[config.mk]
export PLATFORM = sky130hd
export DESIGN_NAME = alu_arbiter
export DESIGN_NICKNAME = d
export VERILOG_FILES = /design/src/rtl/alu_arbiter.sv
export SDC_FILE = /design/constraint.sdc
export NUM_CORES = 1
export LEC_CHECK = 0
export CORE_ASPECT_RATIO = 1.2
export CORE_MARGIN = 5
export CORE_UTILIZATION = 30
export DETAILED_ROUTE_END_ITERATION = 16
export PLACE_DENSITY = 0.73
export SYNTH_ARGS = -nofsm -noshare
export SYNTH_HDL_FRONTEND = slang
export SYNTH_SLANG_ARGS = --single-unit
export TNS_END_PERCENT = 20
[constraint.sdc]
create_clock -name clk_i -period 8.9 [get_ports clk_i]
set_input_delay 0.89 -clock clk_i [delete_from_list [all_inputs] [get_ports clk_i]]
set_output_delay 0.89 -clock clk_i [all_outputs]
set_load 0.02 [all_outputs]
[src/rtl/alu_arbiter.sv]
// Round-robin arbiter sharing one combinational ALU between two requesters.
// Operands are registered toward the ALU, and the result is returned on a valid/ready channel.
module alu_arbiter #(
    parameter int WIDTH   = 32,
    parameter int MUL_LAT = 3
) (
    input  logic             clk_i,
    input  logic             rst_i,

    input  logic             req0_valid_i,
    output logic             req0_ready_o,
    input  logic [2:0]       req0_op_i,
    input  logic [WIDTH-1:0] req0_a_i,
    input  logic [WIDTH-1:0] req0_b_i,

    input  logic             req1_valid_i,
    output logic             req1_ready_o,
    input  logic [2:0]       req1_op_i,
    input  logic [WIDTH-1:0] req1_a_i,
    input  logic [WIDTH-1:0] req1_b_i,

    output logic [WIDTH-1:0] alu_data0_o,
    output logic [WIDTH-1:0] alu_data1_o,
    output logic [2:0]       alu_ctrl_o,
    input  logic [WIDTH-1:0] alu_data_i,
    input  logic             alu_zero_i,

    output logic             rsp_valid_o,
    input  logic             rsp_ready_i,
    output logic             rsp_id_o,
    output logic [WIDTH-1:0] rsp_data_o,
    output logic             rsp_zero_o,
    output logic             rsp_err_o
);

    localparam int CNT_W = (MUL_LAT > 1) ? $clog2(MUL_LAT) : 1;

    localparam logic [2:0] OP_MUL = 3'b010;
    localparam logic [2:0] OP_OR  = 3'b100;

    typedef enum logic [1:0] {
        IDLE = 2'd0,
        EXEC = 2'd1,
        RESP = 2'd2
    } state_t;

    state_t             state_q, state_d;
    logic               ptr_q, ptr_d;
    logic [CNT_W-1:0]   cnt_q, cnt_d;
    logic [WIDTH-1:0]   alu_a_q, alu_a_d;
    logic [WIDTH-1:0]   alu_b_q, alu_b_d;
    logic [2:0]         alu_ctrl_q, alu_ctrl_d;
    logic               rsp_id_q, rsp_id_d;
    logic [WIDTH-1:0]   rsp_data_q, rsp_data_d;
    logic               rsp_zero_q, rsp_zero_d;
    logic               rsp_err_q, rsp_err_d;

    logic               grant0, grant1;
    logic               accept;
    logic               op_legal;
    logic [2:0]         sel_op;
    logic [WIDTH-1:0]   sel_a, sel_b;

    // A lone requester wins regardless of the pointer; the pointer only breaks ties.
    always_comb begin
        grant0       = req0_valid_i & (~req1_valid_i | ~ptr_q);
        grant1       = req1_valid_i & (~req0_valid_i | ptr_q);
        req0_ready_o = (state_q == IDLE) & grant0 & ~rst_i;
        req1_ready_o = (state_q == IDLE) & grant1 & ~rst_i;
        accept       = req0_ready_o | req1_ready_o;
        sel_op       = grant1 ? req1_op_i : req0_op_i;
        sel_a        = grant1 ? req1_a_i  : req0_a_i;
        sel_b        = grant1 ? req1_b_i  : req0_b_i;
        op_legal     = (sel_op <= OP_OR);
    end

    always_comb begin
        state_d    = state_q;
        ptr_d      = ptr_q;
        cnt_d      = cnt_q;
        alu_a_d    = alu_a_q;
        alu_b_d    = alu_b_q;
        alu_ctrl_d = alu_ctrl_q;
        rsp_id_d   = rsp_id_q;
        rsp_data_d = rsp_data_q;
        rsp_zero_d = rsp_zero_q;
        rsp_err_d  = rsp_err_q;

        case (state_q)
            IDLE: begin
                if (accept) begin
                    rsp_id_d = grant1;
                    if (op_legal) begin
                        alu_a_d    = sel_a;
                        alu_b_d    = sel_b;
                        alu_ctrl_d = sel_op;
                        cnt_d      = (sel_op == OP_MUL) ? CNT_W'(MUL_LAT - 1) : '0;
                        rsp_err_d  = 1'b0;
                        state_d    = EXEC;
                    end else begin
                        // Illegal codes never reach the ALU; its inputs keep the last op.
                        rsp_data_d = '0;
                        rsp_zero_d = 1'b0;
                        rsp_err_d  = 1'b1;
                        state_d    = RESP;
                    end
                end
            end
            EXEC: begin
                if (cnt_q != '0) begin
                    cnt_d = cnt_q - CNT_W'(1);
                end else begin
                    rsp_data_d = alu_data_i;
                    rsp_zero_d = alu_zero_i;
                    state_d    = RESP;
                end
            end
            RESP: begin
                if (rsp_ready_i) begin
                    ptr_d   = ~rsp_id_q;
                    state_d = IDLE;
                end
            end
            default: state_d = IDLE;
        endcase
    end

    always_ff @(posedge clk_i or posedge rst_i) begin
        if (rst_i) begin
            state_q    <= IDLE;
            ptr_q      <= 1'b0;
            cnt_q      <= '0;
            alu_a_q    <= '0;
            alu_b_q    <= '0;
            alu_ctrl_q <= '0;
            rsp_id_q   <= 1'b0;
            rsp_data_q <= '0;
            rsp_zero_q <= 1'b0;
            rsp_err_q  <= 1'b0;
        end else begin
            state_q    <= state_d;
            ptr_q      <= ptr_d;
            cnt_q      <= cnt_d;
            alu_a_q    <= alu_a_d;
            alu_b_q    <= alu_b_d;
            alu_ctrl_q <= alu_ctrl_d;
            rsp_id_q   <= rsp_id_d;
            rsp_data_q <= rsp_data_d;
            rsp_zero_q <= rsp_zero_d;
            rsp_err_q  <= rsp_err_d;
        end
    end

    assign alu_data0_o = alu_a_q;
    assign alu_data1_o = alu_b_q;
    assign alu_ctrl_o  = alu_ctrl_q;
    assign rsp_valid_o = (state_q == RESP);
    assign rsp_id_o    = rsp_id_q;
    assign rsp_data_o  = rsp_data_q;
    assign rsp_zero_o  = rsp_zero_q;
    assign rsp_err_o   = rsp_err_q;

endmodule

; ---- Word level (Yosys, flattened, before mapping)
; Index checks and enable logic that the tools add are counted.
[totals]
reg_bits = 107
inputBits = 172
output_inout_bits = 105
word_cells = 66
[op_classes]
n_addsub = 1
magnitude_cmp = 1
eq_ne = 9
muxes = 22
bitwise = 14
n_reduce_logical = 9
[ops]
columns = cell, n
row1 = $mux 32, 5
row2 = $pmux 32 s2, 1
row3 = $mux 2, 8
row4 = $ne 2x2->1 const B, 5
row5 = $reduce_and 4->1, 2
row6 = $and 1x1->1, 6
row7 = $pmux 2 s3, 1
row8 = $reduce_and 3->1, 2
row9 = $not 1->1, 5
row10 = $mux 1, 4
row11 = $pmux 2 s2, 1
row12 = $reduce_and 2->1, 2
row13 = $reduce_bool 2->1, 2
row14 = $eq 3x2->1 const B, 1
row15 = $le 3x3->1 const B, 1
row16 = $mux 3, 1
row17 = $or 1x1->1, 3
row18 = $eq 2x1->1 const B, 1
row19 = $eq 2x2->1 const B, 1
row20 = $logic_not 2->1, 1
row21 = $ne 2x1->1 const B, 1
row22 = $pmux 1 s2, 1
row23 = $sub 2x1->2 const B, 1

; ---- Depth between registers and ports, before layout
[depth]
ltp_word = 9
mapped_depth = 7
ltp_nobuf = 5

; ---- Worst setup path before layout
; Ideal clock, no wire load.
[synth_timing]
path_type = input -> register
from = in req0_valid_i
to = reg alu_a_q[10], in the netlist alu_data0_o[10]
setup_time_ns = 0.125
t_arrival_ns = 2.214
t_required_ns = 8.775
path_slack_ns = 6.561
cell_stages = 6
path_buffers = 2
cell_sequence = or2b_1 -> nand2_2 -> buf_6 -> buf_2 -> mux2_2 -> mux2_4
[synth_via]
elab_chain_len = 7
elab_cells_between_ends = 13
cone_classes = order compare (1) / mux (2) / bitwise (9) / reduce/logical (1)
[synth_lines]
columns = element, line_no
row1 = from (decl), 10  ; input logic req0_valid_i,
row2 = branches (longest 7 deep; another with $le 3x3->1), --
row3 = to (signal assigned), 144  ; alu_a_q <= alu_a_d;
row4 = to (decl), 50  ; logic [WIDTH-1:0] alu_a_q, alu_a_d;
; Parallel ways; which one is timed is not known.
; A chain may end at the register's enable or synchronous reset.

; ---- Worst setup path in the final report
[layout_timing]
from = in req0_valid_i
to = out req1_ready_o
[layout_via]
elab_chain_len = 5
[layout_lines]
columns = element, line_no
row1 = $not 1->1, 67  ; grant1 = req1_valid_i & (~req0_valid_i | ptr_q);
row2 = $or 1x1->1, 67
row3 = $and 1x1->1, 67
row4 = $and 1x1->1 (2 in series), 69  ; req1_ready_o = (state_q == IDLE) & grant1 & ~rst_i;
row5 = to (decl), 17  ; output logic req1_ready_o,
; Every way passes these cells.

==> results by group <==
Clocking
  – CTS H-tree lvls: 3
  – Post-CTS Setup Inserts: 0
  – Clock Latency Late Sink: 340 ps
  – Maximum clock path buffer count: 2
  – CTS-repair resized insts: 0
  – Root Buffer Master: clkbuf_16
  – # hold bufs at CTS: 0
  – # clock sinks: 107
  – CTS clk-pin slew, worst paths: 60 ps
  – CTS tree: built
  – Total CTS buffers: 9

Timing
  – Hold slack: 505 ps
  – RSZ-0062 raised after global routing: false
  – Final Critical Period: 3410 ps
  – Fin crit share: 38.3%
  – Fmax: 0.293 GHz
  – Worst Tran Pin Value: 1200 ps
  – Final setup violation count: 0
  – Relative slew margins: 20.0%
  – Slew Viols, Final: 0
  – Final Hold Violating Endpoints: 0
  – Fin Setup TNS: 0 ps
  – Layout Skew: 5.89 ps

Critical path
  – Critical path endpoint category: primary output
  – WP data required: 8010 ps
  – Slowest stage cell, crit path: clkdlybuf4s50_1
  – CP Cell Sequence: clkdlybuf4s50_1 > or2b_1 > and3_1 > clkdlybuf4s50_1
  – CP Launch Type: input pin
  – CP peak stage delay: 560 ps
  – Crit-path max FO: 5
  – Worst path most repeated cell: clkdlybuf4s50_1
  – Setup CP Type: input pin to primary output
  – Buffers & Inverters on Critical Path: 2
  – Arr. time, crit path: 2520 ps
  – Delay-heaviest family, CP: buffers and inverters

Hold path
  – Min-delay worst type: flop to flop

Logic synthesis
  – Mapped cell area: 5170 um^2
  – Synth Instances: 413
  – Yosys cell types: 36
  – Sequential share of the synthesized area: 51.8%
  – Yosys warning total: 0
  – Mapped Nets: 586
  – Synthesized flop and latch total: 107
  – Syn Area/Cell: 12.5 um^2

Layout
  – ANT cells: 0
  – Layout cells sized above 1: 24.0%
  – Layout Area Growth over Synthesis: 62.0%
  – Layout Nets: 851
  – Filler instances: 1465

GRT
  – Vias in the first global route: 4506
  – Largest net degree at the start of global routing: 69
  – GRT overflow: 0
  – Total GRT Usage: 14.8%
  – First-pass GRT wire length: 23.2 mm
  – Initial antenna violation count: 0

Routing
  – DRT Wirelength: 15.3 mm
  – Routed WL per cell: 17.1 um
  – DRC marker count from the first detailed-route iteration: 127
  – Iteration count of the initial detailed-routing pass: 4
  – Remaining DRCs: 0
  – Drt via density: 4.68
  – Via count: 4204
  – DRT antenna net count: 0

Die
  – IO Pins: 277
  – Row cnt: 52
  – DIE AREA: 20000 um^2
  – Die H: 154 um
  – Core Box Area: 16900 um^2
  – Initial Util: 30.5%
  – Horiz. Die Dim: 130 um

Power
  – Max rail drop VDD: 0.132 mV
  – Pwr/cell area: 308 nW/um^2
  – Leakage: 3.40 nW

Run
  – Max Cap Viol: 0

Place
  – GP Congestion: 0.769
  – HPWL Detailed: 11.8 mm
  – IO Port Bufs: 276

Run status
  – Status: finished, final reports clean
==> power breakdown <==
part / switching (mW) / internal, mW
combinational: 0.622 / 0.707
sequential: 0.130 / 0.717
clock: 0.175 / 0.225
total: 0.927 / 1.65
==> state kept, by name, summed over array words and instances, names as in the netlist, 2 cells and up <==
signal,flops
alu_data1_o,32
state_q,2
alu_ctrl_o,3
cnt_q,2
rsp_data_o,32
alu_data0_o,32
==> final timing paths <==
kind	startpoint	to	slack (ps)	depth (start not counted)
hold / removal	alu_data0_o[3]	alu_data0_o[3]	510	1
setup / recovery	req0_valid_i	req1_ready_o	5490	4
hold reg to reg	alu_data0_o[3]	alu_data0_o[3]	510	1
setup reg to reg	state_q[0]	alu_data0_o[3]	6430	5
min in group asynchronous	rst_i	rsp_data_o[15]	1010	2
max in group asynchronous	rst_i	alu_ctrl_o[1]	6670	3
==> placed cells by master (no fill, tap or decap), types with 2 or more instances in the layout <==
master	instances
a21oi_1	3
a31oi_1	2
and2_1	2
and3_1	2
buf_4	3
clkbuf_16	9
clkdlybuf4s50_1	276
clkinvlp_4	3
dfrtp_1	107
inv_1	5
mux2_2	117
mux2_4	19
nand2_1	68
nand2b_1	2
nor2_1	6
nor2b_1	2
o21ai_0	34
==> cell usage after synthesis (all sizes together) <==
master | n | area share (%)
a211o | 1 | 0.17
clkbuf | 10 | 0.80
dfrtp | 107 | 52
and2 | 2 | 0.24
inv | 6 | 0.44
a31oi | 2 | 0.24
nor3b | 1 | 0.15
nor2b | 3 | 0.41
nor4b | 1 | 0.46
or2b | 1 | 0.15
o211ai | 1 | 0.15
a2111oi | 1 | 0.29
nor2 | 6 | 0.44
o21ai | 35 | 3.5
buf | 15 | 2.2
nand2 | 69 | 5.1
nand2b | 2 | 0.24
nor3 | 2 | 0.51
nor4 | 1 | 0.12
o21ba | 1 | 0.19
mux2 | 137 | 31
ha | 1 | 0.24
and3 | 2 | 0.24
o21bai | 1 | 0.15
a21oi | 4 | 0.46
nand4 | 1 | 0.12
==> area by class of cell <==
cell class                      count  area (um^2)  area share [%]
Clock buffer                       10          239            2.86
Clock inverter                      5         61.3           0.733
Inverter                            6         25.0           0.299
Multi-Input combinational cell    275         2310            27.6
Sequential cell                   107         2680            32.0
Tap cell                          216          270            3.23
Timing Repair Buffer              279         2790            33.3
==> kinds of logic (layout without fill, tap and decap cells) <==
logic type / after synthesis / in the layout / synth area share, %
compound gates: 46 / 46 / 5.11
fa+ha+maj: 1 / 1 / 0.242
buf+inv: 31 / 300 / 3.46
flops: 107 / 107 / 51.8
mux: 137 / 137 / 31.2
simple gates: 91 / 91 / 8.14
==> stage by stage <==
step | area (um^2) | util [%] | cells | setup slack (ps) | power [mW]
after floorplan | 5170 | - | 413 | 5190 | 1.55
after detailed placement | 8070 | 47.7 | 883 | 5500 | 2.21
after CTS | 8370 | 49.5 | 898 | 5490 | 2.62
final | 8370 | 49.5 | 898 | 5490 | 2.58
after global placement | 8070 | 47.7 | 883 | 5520 | 2.17
after global routing | 8370 | 49.5 | 898 | 5450 | 2.73
==> per-layer routing <==
metal	track usage [%]	routed length (um)	up-vias
met1	15.2	5500	2038
met5	0	0	-
met3	4.86	1630	19
met4	5.10	317	0
met2	27.5	7870	189
li1	-	-	1958
No activity file was read; power rests on OpenSTA's default activity.
